<file path="src/rtl/iter_addsub_n.sv">
// Iterative carry-save add/subtract: resolves a+b or a-b by repeated half-add
// passes, one per clock, until the carry vector drains to zero.
module iter_addsub_n #(
    parameter int N = 16,
    localparam int CW = $clog2(N + 1)
) (
    input  logic          clk_i,
    input  logic          rst_i,
    input  logic          start_i,
    input  logic          mode_i,
    input  logic [N-1:0]  a_i,
    input  logic [N-1:0]  b_i,
    output logic          busy_o,
    output logic          done_o,
    output logic [N-1:0]  sum_o,
    output logic          cout_o,
    output logic          ovf_o,
    output logic [CW-1:0] iter_o
);

    typedef enum logic [1:0] {IDLE, LOAD, RUN, DONE} state_t;

    state_t        state_q, state_d;
    logic          busy_q, busy_d;
    logic          done_q, done_d;
    logic [N-1:0]  x_q, y_q;
    logic          cin_q;
    logic          a_msb_q, y_msb_q;
    logic          carry_q;
    logic [CW-1:0] cnt_q;
    logic [N-1:0]  sum_q;
    logic          cout_q, ovf_q;
    logic [CW-1:0] iter_q;

    logic          load_en, pass_en, finish;
    logic [N-1:0]  and_w;

    assign load_en = ((state_q == IDLE) || (state_q == DONE)) && start_i;
    assign pass_en = (state_q == RUN) && ((y_q != '0) || cin_q);
    assign finish  = (state_q == RUN) && !pass_en;
    assign and_w   = x_q & y_q;

    always_ff @(posedge clk_i or posedge rst_i) begin
        if (rst_i) begin
            state_q <= IDLE;
            busy_q  <= 1'b0;
            done_q  <= 1'b0;
        end else begin
            state_q <= state_d;
            busy_q  <= busy_d;
            done_q  <= done_d;
        end
    end

    always_comb begin
        state_d = state_q;
        case (state_q)
            IDLE:    state_d = start_i ? LOAD : IDLE;
            LOAD:    state_d = RUN;
            RUN:     state_d = pass_en ? RUN : DONE;
            DONE:    state_d = start_i ? LOAD : IDLE;
            default: state_d = IDLE;
        endcase
    end

    // Flags are decoded from the next state so they register in step with it.
    always_comb begin
        busy_d = (state_d == LOAD) || (state_d == RUN);
        done_d = (state_d == DONE);
    end

    always_ff @(posedge clk_i or posedge rst_i) begin
        if (rst_i) begin
            x_q     <= '0;
            y_q     <= '0;
            cin_q   <= 1'b0;
            a_msb_q <= 1'b0;
            y_msb_q <= 1'b0;
            carry_q <= 1'b0;
            cnt_q   <= '0;
            sum_q   <= '0;
            cout_q  <= 1'b0;
            ovf_q   <= 1'b0;
            iter_q  <= '0;
        end else begin
            if (load_en) begin
                x_q     <= a_i;
                y_q     <= mode_i ? ~b_i : b_i;
                cin_q   <= mode_i;
                a_msb_q <= a_i[N-1];
                y_msb_q <= mode_i ? ~b_i[N-1] : b_i[N-1];
                carry_q <= 1'b0;
                cnt_q   <= '0;
            end else if (pass_en) begin
                // The subtract carry-in rides into bit 0 on the first pass.
                x_q     <= x_q ^ y_q;
                y_q     <= {and_w[N-2:0], cin_q};
                cin_q   <= 1'b0;
                carry_q <= carry_q | and_w[N-1];
                cnt_q   <= cnt_q + CW'(1);
            end
            if (finish) begin
                sum_q  <= x_q;
                cout_q <= carry_q;
                ovf_q  <= (a_msb_q == y_msb_q) && (x_q[N-1] != a_msb_q);
                iter_q <= cnt_q;
            end
        end
    end

    assign busy_o = busy_q;
    assign done_o = done_q;
    assign sum_o  = sum_q;
    assign cout_o = cout_q;
    assign ovf_o  = ovf_q;
    assign iter_o = iter_q;

endmodule
</file>
<file path="config.mk">
export PLATFORM = sky130hd
export DESIGN_NAME = iter_addsub_n
export DESIGN_NICKNAME = d
export VERILOG_FILES = /design/src/rtl/iter_addsub_n.sv
export SDC_FILE = /design/constraint.sdc
export NUM_CORES = 1
export LEC_CHECK = 0
export BUFFER_PORTS_ARGS = -buffer_cell sky130_fd_sc_hd__buf_2
export CAP_MARGIN = 20
export CELL_PAD_IN_SITES_DETAIL_PLACEMENT = 0
export CELL_PAD_IN_SITES_GLOBAL_PLACEMENT = 1
export CORE_ASPECT_RATIO = 2
export CORE_UTILIZATION = 34
export DETAILED_ROUTE_END_ITERATION = 8
export PLACE_DENSITY_LB_ADDON = 0.1
export SLEW_MARGIN = 25
export SYNTH_ARGS = -nofsm -noshare
export SYNTH_HDL_FRONTEND = slang
export SYNTH_SLANG_ARGS = --single-unit
</file>
<file path="constraint.sdc">
create_clock -name clk_i -period 2.36 [get_ports clk_i]
set_input_delay 0.118 -clock clk_i [delete_from_list [all_inputs] [get_ports clk_i]]
set_output_delay 0.118 -clock clk_i [all_outputs]
set_load 0.01 [all_outputs]
</file>
Word-level counts from Yosys, hierarchy flattened
Cells that the tools add are included.
{ "op_classes": {"addsub": 1, "n_bitwise": 5, "mux": 15, "eq_ne": 8, "n_reduce_logical": 12} }
{ "ops": {"columns": ["operator", "n"], "rows": [
  ["$mux 16", 5],
  ["$and 16x16->16", 1],
  ["$not 16->16", 1],
  ["$reduce_bool 16->1", 1],
  ["$xor 16x16->16", 1],
  ["$mux 5", 2],
  ["$eq 2x2->1 const B", 4],
  ["$mux 1", 7],
  ["$pmux 2 s3", 1],
  ["$add 5x1->5 const B", 1],
  ["$eq 2x1->1 const B", 2],
  ["$logic_and 1x1->1", 4],
  ["$logic_or 1x1->1", 3],
  ["$logic_not 2->1", 1],
  ["$reduce_bool 2->1", 1],
  ["$reduce_or 2->1", 1],
  ["$eq 1x1->1", 1],
  ["$logic_not 1->1", 1],
  ["$ne 1x1->1", 1],
  ["$not 1->1", 1],
  ["$or 1x1->1", 1]
]} }
{ "totals": {"in_bits": 36, "register_bits": 68} }

Logic depth before layout (Yosys ltp)
Gate-level depths: netlist (run 1).
{ "logic_depth": {"word_depth": 7, "mapped_depth": 8, "ltp_nobuf": 6} }

Worst setup path after synthesis (run 1)
No wires, ideal clock.
{ "synth_timing": {"path_kind": "flip-flop to flip-flop", "from": "register state_q[0]", "to": "register busy_q (netlist: busy_o)", "n_path_buf": 3, "setup_time_ps": 126, "arrival_time_ps": 1750, "t_required_ps": 2234, "path_slack_ps": 484, "synth_period_minus_slack_ps": 1876, "path_stages_with_launch": 9, "cell_sequence": "dfrtp_1 > inv_1 > ha_1 > nand2_1 > buf_2 > buf_2 > buf_1 > a21oi_1 > ha_1"} }
{ "synth_via": {"elab_chain_cells": 6, "elab_cells_between_ends": 11} }
{ "synth_rtl": {"columns": ["element", "line", "rtl"], "rows": [
  ["start, declared", "23", "state_t state_q, state_d;"],
  ["start signal, assigned", "49", "state_q <= state_d;"],
  ["$eq 2x2->1", "39, 57", null],
  ["$logic_and 1x1->1", "39", "assign pass_en = (state_q == RUN) && ((y_q != '0) || cin_q);"],
  ["$mux 1", "60", "RUN: state_d = pass_en ? RUN : DONE;"],
  ["$pmux 2 s3 (*)", "57", "case (state_q)"],
  ["net state_d[0]", "23", null],
  ["$eq 2x1->1 / $eq 2x2->1 (equally long branches)", "68", "busy_d = (state_d == LOAD) || (state_d == RUN);"],
  ["$logic_or 1x1->1 (*)", "68", null],
  ["net busy_d", "24", "logic busy_q, busy_d;"],
  ["end signal, assigned", "50", "busy_q <= busy_d;"],
  ["end, declared", "24", null]
]} }
Mark *: on every way through the listed nets, which the timed path passes. The rest lies on a longest branch.
A chain may end at the register's enable or synchronous reset.

Worst setup path after layout (run 1)
{ "layout_timing": {"from": "register y_q[12]", "to": "register x_q[1]"} }
{ "layout_via": {"elab_chain_cells": 4} }
{ "layout_rtl": {"columns": ["element", "line", "rtl"], "rows": [
  ["start, declared", "26", "logic [N-1:0] x_q, y_q;"],
  ["start signal, assigned", "88", "y_q <= mode_i ? ~b_i : b_i;"],
  ["start signal, assigned", "97", "y_q <= {and_w[N-2:0], cin_q};"],
  ["$reduce_bool 16->1", "39", null],
  ["$logic_or 1x1->1", "39", null],
  ["$logic_and 1x1->1", "39", null],
  ["$reduce_bool 2->1 (no source line)", null, null],
  ["end signal, assigned", "87", "x_q <= a_i;"],
  ["end signal, assigned", "96", "x_q <= x_q ^ y_q;"],
  ["end, declared", "26", null]
]} }
Every way passes these cells.

==> results_dict.tcl, run 1 <==
set metrics [dict create \
    setup-tns-final_ns 0 \
    drt-total-wl_mm 8.63 \
    syn_nets 374 \
    clkSinkCount 68 \
    hold_slack_ns 0.0653 \
    gp_congestion 0.749 \
    hpwl_mm 5.92 \
    worstPathRequired_ns 2.58 \
    p_leak_nw 2.03 \
    synthFlopType "dfrtp_1" \
    ys_seq_area_share_pct 48.9 \
    slew_headroom_pct 57.0 \
    htree_levels 3 \
    numCtsBuffers 9 \
    cap_violations 0 \
    area_delta_synth_final_pct 21.2 \
    ctsHoldBuffers 2 \
    worst_pin_slew_ns 0.643 \
    clock_latency_ns 0.33 \
    grt_overflow 0 \
    drv_slew 0 \
    ctsResizeCount 0 \
    avgSynthCellArea_um2 11.0 \
    post_cts_buffers 0 \
    grtUsageTotal_pct 17.8 \
    rows 51 \
    fin_util_pct 42.9 \
    critPathKind "flip-flop to flip-flop" \
    final_cell_area_um2 4220 \
    clock_skew_ns 0.00721 \
    rsz0062_at_grt "false" \
    final_cell_mix "nor2_1 (73), dfrtp_1 (68), buf_2 (60)" \
    max_clock_freq_mhz 497 \
    die_w_um 73.6 \
    antenna_cells 0 \
    synth.top_cell.area_share_pct 48.9 \
    ir_worst_vdd_uv 476 \
    start_util_pct 35.4 \
    syn-instance-count 318 \
    hold_violations 0 \
    synth_area_um2 3480 \
    cts_root_buf "clkbuf_16" \
    outcome "finished, final reports clean" \
    grt_antenna_before_repair 0 \
    synth.distinct_cells 35 \
    layout_setup_ws_ns 0.349 \
    clk_pin_slew_worst_paths_ns 0.05 \
    arrival_ns 2.23 \
    synth_edf_count 0 \
    synthTopCellsByArea "dfrtp_1 (49%), mux2_4 (8.2%), nor2_1 (7.9%)" \
    drt.antenna.violating_nets 0 \
    clk_path_buf_depth 2 \
    yosys_register_bits 68 \
    endpoint_kind "flip-flop" \
    final_common_cell "nor2_1" \
    cts_tree "built" \
    period_share_pct 85.2 \
    grt_pass1_wl_mm 14.2 \
    async_reset_ff_share_pct 100 \
    via_count 2548 \
    fin_nets 434 \
    numPortBuffers 60 \
    coreArea_um2 9830 \
    dp_slack_ns 0.355 \
    post_drt_wl_per_cell_um 16.8 \
    start_kind "flip-flop" \
    yosys.area.top_type "dfrtp_1" \
    dieArea_um2 10700 \
    io_pins 61 \
    place_area_um2 3920 \
    first_pass_iters 4 \
    layout-drive-gt1-share_pct 29.7 \
    crit_fanout 23 \
    first_global_vias 2705 \
    fp.dieH_um 145 \
    r2r_slack_ns 0.35 \
    yosysWarningCount 0 \
    vias_per_cell 4.97 \
    finalCriticalPeriod_ns 2.01 \
    hold_path.class "input pin to flip-flop" \
    powerDensity_nw_per_um2 1230 \
    drcViolationCount 0 \
    setup_violations 0 \
    dr.first_iter.drc_count 131 \
    grt_start_max_net_pins 47 \
]
[metrics by stage]
step | std cells | power [W]
after floorplan | 318 | 0.00334
after global placement | 497 | 0.00398
after detailed placement | 497 | 0.00400
after CTS | 513 | 0.00528
after global routing | 513 | 0.00561
final | 513 | 0.00519
[sequential cells by signal (all words and copies together), names as in the netlist]
register and count:
x_q 16, y_msb_q 1, busy_o 1, carry_q 1, a_msb_q 1, state_q 2, cout_o 1, ovf_o 1
iter_o 5, cin_q 1, cnt_q 5, done_o 1, sum_o 16, y_q 16
[final cells by class]
| class | instances | area, um2 |
|---|---|---|
| clock buffers | 12 | 267 |
| inverters | 5 | 18.8 |
| multi-input cells | 223 | 1650 |
| flip-flops and latches | 68 | 1700 |
| well taps | 132 | 165 |
| repair buffers | 71 | 413 |
| clock inverters | 2 | 10.0 |
| fillers | 1011 | 5610 |
[worst max-delay path: stages (launching register included)]
cell and delay [ns]:
dfrtp_1 0.40, nor4_2 0.35, and3_1 0.28, buf_4 0.17, nand2_2 0.30, a221oi_1 0.40
[final timing paths]
path | from | to | cells after the start
worst max-delay path | y_q[12] | x_q[1] | 5
worst min-delay path | a_i[14] | x_q[14] | 3
worst max register to register | y_q[12] | x_q[1] | 5
worst min register to register | sum_o[9] | sum_o[9] | 1
max in group asynchronous | rst_i | y_q[2] | 4
min in group asynchronous | rst_i | iter_o[4] | 3
[Yosys cell counts, drive strengths merged, types with 3 or more instances]
| library cell | n |
|---|---|
| nor4 | 3 |
| nand3 | 3 |
| nand2 | 17 |
| and3 | 10 |
| dfrtp | 68 |
| clkbuf | 5 |
| a21oi | 6 |
| mux2 | 23 |
| o21ai | 6 |
| xor2 | 15 |
| nor2 | 73 |
| a221o | 8 |
| a221oi | 22 |
| inv | 5 |
| ha | 20 |
| mux2i | 3 |
| buf | 17 |
[power by group]
group / total (W) / internal [W] / switching [W] / leakage [nW]
Clock: 0.00125 / 0.000781 / 0.000470 / 0.140
Sequential: 0.00189 / 0.00156 / 0.000336 / 0.790
Combinational: 0.00204 / 0.000878 / 0.00116 / 1.10
Total: 0.00519 / 0.00322 / 0.00197 / 2.03
[layer usage]
layer	track usage, %	vias to the layer above	wire length [um]
li1	-	1247	-
met1	20.9	1245	3630
met2	30.3	46	4710
met3	3.19	10	167
met4	8.46	0	125
met5	0	-	0
[logic make-up (layout without fill, tap and decap cells)]
logic type | after synthesis | in the layout | synth area share (%)
mux | 26 | 26 | 10.3
buf+inv | 27 | 90 | 3.92
flops | 68 | 68 | 48.9
xor+xnor | 16 | 16 | 4.02
simple gates | 114 | 114 | 14.8
fa+ha+maj | 20 | 20 | 7.18
compound gates | 47 | 47 | 10.9
No activity file was read; power rests on OpenSTA's default activity.
==> run 2, diff against run 1 <==
--- a/config.mk
+++ b/config.mk
@@ -10,7 +10,7 @@
 export CELL_PAD_IN_SITES_DETAIL_PLACEMENT = 0
 export CELL_PAD_IN_SITES_GLOBAL_PLACEMENT = 1
 export CORE_ASPECT_RATIO = 2
-export CORE_UTILIZATION = 34
+export CORE_UTILIZATION = 30
 export DETAILED_ROUTE_END_ITERATION = 8
 export PLACE_DENSITY_LB_ADDON = 0.1
 export SLEW_MARGIN = 25
==> run 2 against run 1 <==
Compared with the run above: global-route usage fell by 1.0 points; sequential share of layout area is 0.32 points lower; routed wire length up 7.3%; final area grew 0.80%; cell count is 2.5% higher; first-iteration DRC count increased by 7.6%; largest cell class unchanged.
==> results_dict.tcl, run 2 (same netlist as run 1, synthesis figures left out) <==
set metrics [dict create \
    outcome "finished, final reports clean" \
    hold_violations 0 \
    die_w_um 78.2 \
    ctsResizeCount 0 \
    fin_nets 435 \
    dr.first_iter.drc_count 141 \
    setup_violations 0 \
    clk_pin_slew_worst_paths_ns 0.06 \
    rsz0062_at_grt "false" \
    start_util_pct 30.9 \
    hp-start "a_i[15]" \
    powerDensity_nw_per_um2 1270 \
    clk_path_buf_depth 2 \
    finalCriticalPeriod_ns 2.05 \
    slew_headroom_pct 63.3 \
    ir_worst_vdd_uv 456 \
    drt.antenna.violating_nets 0 \
    post_cts_buffers 0 \
    area_delta_synth_final_pct 22.1 \
    period_share_pct 86.9 \
    numPortBuffers 60 \
    hold_slack_ns 0.00648 \
    io_pins 61 \
    fillers 1211 \
    cts_root_buf "clkbuf_16" \
    arrival_ns 2.26 \
    clock_latency_ns 0.33 \
    place_area_um2 3930 \
    max_clock_freq_mhz 488 \
    hold_path.class "input pin to flip-flop" \
    hpwl_mm 6.32 \
    final_cell_area_um2 4250 \
    final_cell_mix "nor2_1 (73), dfrtp_1 (68), buf_2 (60)" \
    rows 55 \
    grt_pass1_wl_mm 15.1 \
    r2r-start "y_q[12]" \
    ff_latch_area_um2 1700 \
    setup-tns-final_ns 0 \
    grtUsageTotal_pct 16.8 \
    critPathKind "flip-flop to flip-flop" \
    first_pass_iters 4 \
    crit_fanout 23 \
    fp.dieH_um 154 \
    via_count 2585 \
    first_global_vias 2668 \
    drt-total-wl_mm 9.26 \
    grt_overflow 0 \
    coreArea_um2 11300 \
    start_kind "flip-flop" \
    endpoint_kind "flip-flop" \
    startpoint "y_q[12]" \
    numCtsBuffers 9 \
    vias_per_cell 4.91 \
    gp_congestion 0.759 \
    cap_violations 0 \
    grt_antenna_before_repair 0 \
    p_leak_nw 2.04 \
    antenna_cells 0 \
    grt_start_max_net_pins 47 \
    dp_slack_ns 0.273 \
    ctsHoldBuffers 1 \
    dieArea_um2 12100 \
    worstPathRequired_ns 2.57 \
    post_drt_wl_per_cell_um 17.6 \
    clkSinkCount 68 \
    layout_setup_ws_ns 0.309 \
    final_common_cell "nor2_1" \
    layout-drive-gt1-share_pct 30.2 \
    cts_tree "built" \
    multi_input_area_um2 1650 \
    clock_skew_ns 0.00678 \
    drv_slew 0 \
    worst_pin_slew_ns 0.549 \
    htree_levels 3 \
    drcViolationCount 0 \
]
[run 2: through the flow]
| step | total power, W | utilization [%] | cells |
|---|---|---|---|
| floorplan | 0.00334 | - | 318 |
| global placement | 0.00402 | 34.8 | 509 |
| detailed placement | 0.00404 | 34.8 | 509 |
| CTS | 0.00550 | 37.7 | 526 |
| global route | 0.00585 | 37.7 | 526 |
| finish | 0.00541 | 37.7 | 526 |
[run 2: path summary, 6_finish.rpt]
kind / cells past startpoint / slack [ns] / endpoint
min: 3 / 0.006 / a_msb_q
max: 5 / 0.31 / x_q[4]
max in group asynchronous: 4 / 1.28 / x_q[4]
min in group asynchronous: 3 / 0.35 / sum_o[15]
min reg2reg: 1 / 0.50 / carry_q
max reg2reg: 5 / 0.31 / x_q[4]
[run 2: worst max-delay path, stage by stage (launching register included)]
cell      delay [ns]
dfrtp_1         0.40
nor4_2          0.33
and3_1          0.28
buf_4           0.17
nand2_2         0.32
a221oi_1        0.43
[run 2: layout make-up]
class	instances	share of cell area (%)
clock inverter	6	2.09
timing repair buffer	72	9.24
tap	142	4.18
sequential	68	40.0
clock buffer	10	5.38
inverter	5	0.441
multi-input combinational	223	38.7
[run 2: metal layers]
metal  vias to the layer above  track usage, %  wire length, um  part of all wire [%]
li1                       1250               -                -                     -
met2                        42            29.5             4960                    54
met4                         0            6.44              186                   2.0
met1                      1282            20.3             3890                    42
met3                        11            2.54              227                   2.5
met5                         -               0                0                     0
[run 2: power by group]
part / switching, W / internal [W]
combinational: 0.00119 / 0.000877
clock: 0.000523 / 0.000925
sequential: 0.000343 / 0.00156
==> run 3, diff against run 2 <==
--- a/config.mk
+++ b/config.mk
@@ -13,6 +13,7 @@
 export CORE_UTILIZATION = 30
 export DETAILED_ROUTE_END_ITERATION = 8
 export PLACE_DENSITY_LB_ADDON = 0.1
+export RECOVER_POWER = 100
 export SLEW_MARGIN = 25
 export SYNTH_ARGS = -nofsm -noshare
 export SYNTH_HDL_FRONTEND = slang
==> run 3 against run 2 <==
Compared with the run above: largest cell class unchanged; sequential power about the same; via count up 0.15%; critical endpoint is now sum_o[5]; register-to-register slack worse by 0.02 ns; worst setup slack worse by 0.024 ns; highest routed layer unchanged; global-route usage unchanged.
==> results_dict.tcl, run 3 (same netlist as run 1, synthesis figures left out) <==
set metrics [dict create \
    grt_antenna_before_repair 0 \
    rsz0062_at_grt "false" \
    layout-drive-gt1-share_pct 19.0 \
    cap_violations 0 \
    dieArea_um2 12100 \
    htree_levels 3 \
    drt-total-wl_mm 9.20 \
    arrival_ns 2.28 \
    finalCriticalPeriod_ns 2.08 \
    hold_path.class "input pin to flip-flop" \
    worst_pin_slew_ns 0.854 \
    outcome "finished, final reports clean" \
    fin_util_pct 36.8 \
    fillers 1228 \
    r2r-start "y_q[12]" \
    clk_pin_slew_worst_paths_ns 0.06 \
    first_pass_iters 4 \
    via_count 2589 \
    hpwl_mm 6.32 \
    cts_root_buf "clkbuf_16" \
    ctsResizeCount 0 \
    first_global_vias 2668 \
    grt_pass1_wl_mm 15.1 \
    grt_overflow 0 \
    grtUsageTotal_pct 16.8 \
    clk_path_buf_depth 2 \
    antenna_cells 0 \
    vias_per_cell 4.92 \
    setup_violations 0 \
    numCtsBuffers 9 \
    drt.antenna.violating_nets 0 \
    io_pins 61 \
    clock_latency_ns 0.33 \
    die_w_um 78.2 \
    coreArea_um2 11300 \
    critPathKind "flip-flop to flip-flop" \
    drv_slew 0 \
    max_clock_freq_mhz 482 \
    rows 55 \
    start_util_pct 30.9 \
    fin_nets 435 \
    ir_worst_vdd_uv 457 \
    area_delta_synth_final_pct 19.2 \
    final_common_cell "nor2_1" \
    post_drt_wl_per_cell_um 17.5 \
    gp_congestion 0.759 \
    final_cell_count_no_fill 526 \
    powerDensity_nw_per_um2 1300 \
    clock_skew_ns 0.00582 \
    final_cell_mix "nor2_1 (73), dfrtp_1 (68), buf_2 (36)" \
    endpoint_kind "flip-flop" \
    clkSinkCount 68 \
    placed_cells_incl_taps 509 \
    drcViolationCount 0 \
    slew_headroom_pct 43.0 \
    setup-tns-final_ns 0 \
    crit_fanout 13 \
    fp.dieH_um 154 \
    period_share_pct 87.9 \
    hold_violations 0 \
    cts_tree "built" \
    grt_start_max_net_pins 47 \
    worstPathRequired_ns 2.57 \
    p_leak_nw 1.87 \
    dr.first_iter.drc_count 165 \
    numPortBuffers 60 \
    hp-start "a_i[15]" \
    startpoint "y_q[12]" \
    start_kind "flip-flop" \
]
## run 3: cell type report
class | instances | area, um2 | area share, %
sequential | 68 | 1700 | 41.0
tap | 142 | 178 | 4.28
timing repair buffer | 72 | 354 | 8.53
multi-input combinational | 223 | 1580 | 38.1
clock inverter | 6 | 88.8 | 2.14
inverter | 5 | 18.8 | 0.452
clock buffer | 10 | 229 | 5.52
## run 3: final timing paths
kind / endpoint / slack, ns / depth (start not counted)
max: sum_o[5] / 0.28 / 5
min: a_msb_q / 0.007 / 3
min in group asynchronous: sum_o[15] / 0.51 / 3
min reg2reg: sum_o[10] / 0.49 / 1
max reg2reg: sum_o[5] / 0.28 / 5
max in group asynchronous: x_q[4] / 0.68 / 4
## run 3: critical path, cell delays in order (launching register included)
cell and delay (ns):
dfrtp_1 0.40, nor4_2 0.33, and3_1 0.28, nand3_4 0.24, buf_2 0.35, mux2_1 0.36
## run 3: per-stage QoR
step	hold WS [ns]	total power, W	cell area [um2]	setup WS [ns]
floorplan	0.223	0.00334	3480	0.484
global placement	0.163	0.00402	3930	0.318
detailed placement	0.162	0.00404	3930	0.273
CTS	0.00211	0.00550	4250	0.270
global route	0.00686	0.00583	4150	0.135
finish	0.00726	0.00538	4150	0.285
## run 3: routing by layer
metal  track usage [%]  share of wire [%]  vias up
met1              20.3                 42     1274
met4              6.44                2.0        0
met5                 0                  0        -
li1                  -                  -     1251
met3              2.54                2.9       11
met2              29.5                 53       53
## run 3: repair_timing
| action | CTS | global route |
|---|---|---|
| hold buffers | 1 | 0 |
| endpoints found under the hold margin | 20 | 0 |
| buffers inserted | 0 | 0 |
## run 3: power by group
part | total, W | switching [W] | internal [W]
Combinational | 0.00205 | 0.00119 | 0.000860
Clock | 0.00144 | 0.000517 | 0.000925
Sequential | 0.00189 | 0.000334 | 0.00156
